<file path="config.mk">
export PLATFORM = sky130hd
export DESIGN_NAME = masked_unmask_seq
export DESIGN_NICKNAME = d
export VERILOG_FILES = /design/src/rtl/masked_unmask_pkg.sv /design/src/rtl/bin_redXOR.sv /design/src/rtl/unmask_chunk.sv /design/src/rtl/masked_unmask_seq.sv
export SDC_FILE = /design/constraint.sdc
export NUM_CORES = 1
export LEC_CHECK = 0
export CAP_MARGIN = 30
export CORE_ASPECT_RATIO = 0.6
export CORE_UTILIZATION = 45
export CTS_BUF_LIST = sky130_fd_sc_hd__clkbuf_8
export DETAILED_ROUTE_END_ITERATION = 8
export PLACE_DENSITY = 0.73
export SYNTH_ARGS = -nofsm -noshare
export SYNTH_HDL_FRONTEND = slang
export SYNTH_SLANG_ARGS = --single-unit
export TNS_END_PERCENT = 100
</file>
<file path="constraint.sdc">
create_clock -name clk -period 5.4 [get_ports clk]
set_clock_uncertainty 0.15 [all_clocks]
set_input_delay 0.54 -clock clk [delete_from_list [all_inputs] [get_ports clk]]
set_output_delay 0.54 -clock clk [all_outputs]
set_load 0.01 [all_outputs]
</file>
<file path="src/rtl/masked_unmask_pkg.sv">
// Shared types and elaboration-time helpers for the sequential unmasking controller.
package masked_unmask_pkg;

   localparam logic [1:0] StIdleEnc = 2'd0;
   localparam logic [1:0] StBusyEnc = 2'd1;
   localparam logic [1:0] StDoneEnc = 2'd2;

   typedef enum logic [1:0] {
      StIdle = StIdleEnc,
      StBusy = StBusyEnc,
      StDone = StDoneEnc
   } state_e;

   // Number of reduction cycles needed to unmask a full word.
   function automatic int unsigned n_cycles(input int unsigned w, input int unsigned c);
      return w / c;
   endfunction

   // Chunk counter width; at least one bit even when a single cycle suffices.
   function automatic int unsigned cnt_width(input int unsigned w, input int unsigned c);
      int unsigned n;
      n = w / c;
      return (n <= 1) ? 1 : $clog2(n);
   endfunction

endpackage

</file>
<file path="src/rtl/bin_redXOR.sv">
// XOR-reduction gate over W share bits. Kept as its own module so synthesis treats
// each instance as a boundary and cannot merge share bits anywhere else.
module bin_redXOR #(
   parameter int unsigned W = 2
) (
   input  logic [W-1:0] x_i,
   output logic         y_o
);

   assign y_o = ^x_i;

endmodule

</file>
<file path="src/rtl/unmask_chunk.sv">
// Recombines C bits of a bit-major d-share sharing. This is the only place where
// shares of the same bit meet.
module unmask_chunk #(
   parameter int unsigned d = 2,
   parameter int unsigned C = 32
) (
   input  logic [d*C-1:0] sh_i,
   output logic [C-1:0]   bits_o
);

   for (genvar i = 0; i < C; i++) begin : g_bit
      bin_redXOR #(
         .W (d)
      ) u_red (
         .x_i (sh_i[d*i +: d]),
         .y_o (bits_o[i])
      );
   end

endmodule

</file>
<file path="src/rtl/masked_unmask_seq.sv">
// Sequential share-recombination controller: accepts one d-share sharing of a W-bit
// word and unmasks it C bits per cycle, then presents the result behind an output gate.
module masked_unmask_seq
   import masked_unmask_pkg::*;
#(
   parameter int unsigned d = 2,
   parameter int unsigned W = 128,
   parameter int unsigned C = 32
) (
   input  logic           clk,
   input  logic           syn_rst,
   input  logic           in_valid,
   output logic           in_ready,
   input  logic [d*W-1:0] in_sh,
   output logic           out_valid,
   input  logic           out_ready,
   output logic [W-1:0]   out_data,
   output logic           busy
);

   localparam int unsigned N  = n_cycles(W, C);
   localparam int unsigned CW = cnt_width(W, C);
   localparam logic [CW-1:0] CntLast = CW'(N - 1);

   if (W % C != 0) begin : g_bad_chunk
      $error("masked_unmask_seq: W must be a multiple of C");
   end
   if (d < 2) begin : g_bad_shares
      $error("masked_unmask_seq: d must be at least 2");
   end

   state_e          state_q;
   logic [CW-1:0]   cnt_q;
   logic [d*W-1:0]  sh_q;
   logic [W-1:0]    result_q;
   logic [C-1:0]    chunk_bits;

   // Lowest chunk of the share register is always the one being reduced.
   unmask_chunk #(
      .d (d),
      .C (C)
   ) u_chunk (
      .sh_i   (sh_q[d*C-1:0]),
      .bits_o (chunk_bits)
   );

   // FSM plus share/result datapath; reset wins over every other event.
   always_ff @(posedge clk) begin
      if (syn_rst) begin
         state_q  <= StIdle;
         cnt_q    <= '0;
         sh_q     <= '0;
         result_q <= '0;
      end else begin
         unique case (state_q)
            StIdle: begin
               if (in_valid) begin
                  sh_q     <= in_sh;
                  result_q <= '0;
                  cnt_q    <= '0;
                  state_q  <= StBusy;
               end
            end
            StBusy: begin
               result_q[int'(cnt_q)*C +: C] <= chunk_bits;
               // Zero-fill shift leaves no share residue once the last chunk is consumed.
               sh_q <= sh_q >> (d*C);
               if (cnt_q == CntLast) begin
                  cnt_q   <= '0;
                  state_q <= StDone;
               end else begin
                  cnt_q <= cnt_q + CW'(1);
               end
            end
            StDone: begin
               if (out_ready) begin
                  result_q <= '0;
                  state_q  <= StIdle;
               end
            end
            default: state_q <= StIdle;
         endcase
      end
   end

   // Handshake flags decode straight from the state flop; no in_* to out_* path.
   assign in_ready  = (state_q == StIdle);
   assign out_valid = (state_q == StDone);
   assign busy      = (state_q == StBusy) || (state_q == StDone);
   assign out_data  = result_q & {W{out_valid}};

endmodule

</file>
==> qor.csv <==
metric,value,unit
hold_end,sh_q[244],
ff2ff_setup_slack,2280,ps
rsz0062_at_grt,no,
hold_start,syn_rst,
power_density,342,nW/µm²
ff2ff_path_depth,8,
regToRegStartpoint,state_q[1],
final_common_cell,clkdlybuf4s50_1,
htreeDepth,2,
drv_slew,0,
report.final.setup_viol,0,
post_cts_buffers,0,
synth_top_area_share,47.5,%
yosysWarnings,0,
vias,13600,
num_io_pins,391,
hold_viol_final,0,
drt-total-wl,46.5,mm
via_per_inst,5.35,
grt_antenna_before_repair,8,
fin_tns_setup,0,ps
hold_path_class,in2reg,
cts_num_sinks,388,
period_share,66.9,%
place.gp.congestion,0.838,
areaGrowthSynthToFinish,31.9,%
start_kind,register,
drt_pass1_iterations,5,
post_route_cells_drive_above_1_share,5.66,%
synth_cell_types,27,
busiest_layer,met2,
fill_cells,3026,
max-slew-margin-rel,30.7,%
use_met3,6.76,%
start_util,46.2,%
synth_area,16400,µm²
mostFrequentLayoutCells,"389 x clkdlybuf4s50_1, 388 x dfxtp_1, 262 x nor2_1, 193 x mux2i_1, 192 x a211oi_1",
synth_top_family_by_area,compound AO/OA/AOI/OAI gates,
coreArea,35400,µm²
finalPower,7.39,mW
tritoncts,done,
synthFlopType,dfxtp_1,
worstPathRequired,4710,ps
p_leak,8.15,nW
grt_max_degree,146,
cap_violations,0,
synth_cells,1725,
die_w,248,µm
cts_resized,0,
ant_nets,0,
synth_mux_area_share,11.9,%
synth_edf_count,0,
grt_pass1_wl,71.7,mm
yosys.area_share.xor_xnor,1.71,%
clockRootBuffer,clkbuf_8,
num_rows,53,
io_buffers,390,
initialDrtViolationCount,716,
synth_seq_area_share,47.5,%
yosys.area.top_type,dfxtp_1,
criticalPathCategory,reg2out,
synthTopCellsByArea,"dfxtp_1 47%, mux2i_1 12%, a211oi_1 8.8%",
outcome,finished clean,
max_freq,277,MHz
period_minus_slack,3610,ps
hold_depth,2,
synth_seq_cells,388,
use_met1,31.3,%
arrival,2920,ps
cts_buffers,56,
clock_path_buffers,3,
post-dp-hpwl,32.1,mm
synth_fa_ha_area_share,0.841,%
clkLatencyLatePin,600,ps
grt_use_total,24.4,%
ir_drop,0.184,mV
grt_pass1_vias,13100,
final_nets,2303,
r2r-end,result_q[42],
dieHeight,150,µm
syn_area_per_cell,9.49,µm²
tightest_slew,1040,ps
synth_nets,1996,
grt.met2_usage,39.8,%
synth-simple-area-share,16.4,%
postSynth.asyncResetShare,0,%
cp-end-kind,output port,
synth_compound_area_share,17.2,%
dieArea,37200,µm²
wl_per_cell,18.3,µm
drc,0,
path_clk_slew,70,ps
grt-ovfl-total,0,
cts-hold-fix-buffers,0,
path_max_fanout,129,
## metal layers
metal  vias to the layer above  part of all wire, %
met5                         -                0.052
met4                         4                  2.1
met3                        64                  7.3
met2                       357                   47
met1                      6433                   44
li1                       6731                    -
## metrics by stage
stage | setup slack, ps | util [%] | area, µm² | hold slack [ps] | cells
floorplan | 3140 | - | 16400 | 277 | 1725
global placement | 1930 | 57.6 | 20400 | 286 | 2437
detailed placement | 2150 | 57.9 | 20500 | 292 | 2441
CTS | 1750 | 60.9 | 21600 | 255 | 2534
global route | 1600 | 61.0 | 21600 | 299 | 2538
finish | 1790 | 61.0 | 21600 | 298 | 2540
## flip-flops by register name, summed over array words and instances (netlist names)
name	count
cnt_q	2
result_q	128
sh_q	256
state_q	2
## how the worst max path moves through the flow
stage / endpoint / startpoint / slack, ps
2_1_floorplan: result_q[100] / cnt_q[0] / 3140
3_3_place_gp: result_q[46] / in_valid / 1930
3_5_place_dp: result_q[42] / in_valid / 2150
4_1_cts: out_data[70] / state_q[0] / 1750
5_1_grt: out_data[70] / state_q[0] / 1600
6_report: out_data[70] / state_q[0] / 1790
## cells by family after synthesis
group | after synthesis
flip-flops | 388
adder cells (fa/ha/maj) | 11
AND/OR/NAND/NOR | 536
AO/OA/AOI/OAI | 393
multiplexers | 194
buffers and inverters | 171
XOR/XNOR | 32
## layout make-up
type | count | area (µm²) | area share [%]
timing repair buffer | 413 | 4190 | 19.4
tap | 467 | 584 | 2.71
antenna | 6 | 15.0 | 0.0695
inverter | 7 | 26.3 | 0.122
clock inverter | 22 | 106 | 0.493
sequential | 388 | 7770 | 36.0
multi-input combinational | 1166 | 7930 | 36.7
clock buffer | 71 | 977 | 4.53
## cells in the mapped netlist, types with 6 or more instances
master / instances
a21oi_1: 105
nand3_1: 32
clkbuf_1: 107
xor2_1: 32
ha_1: 11
buf_4: 6
a211oi_1: 192
nor2_1: 263
nand2_1: 33
mux2i_1: 194
a22o_1: 96
and2_1: 128
inv_1: 7
buf_1: 9
buf_2: 38
nor3b_1: 65
dfxtp_1: 388
## critical path: stages, from the launching register on
cell and delay (ps):
dfxtp_1 360, inv_1 140, ha_2 190, buf_4 720, and2_1 230, clkdlybuf4s50_1 610
## report_power, final
| group | switching, mW | internal, mW |
|---|---|---|
| registers | 0.182 | 3.20 |
| logic | 1.01 | 0.709 |
| clock network | 1.11 | 1.17 |
| total | 2.31 | 5.08 |
(Power assumes the default switching activity.)
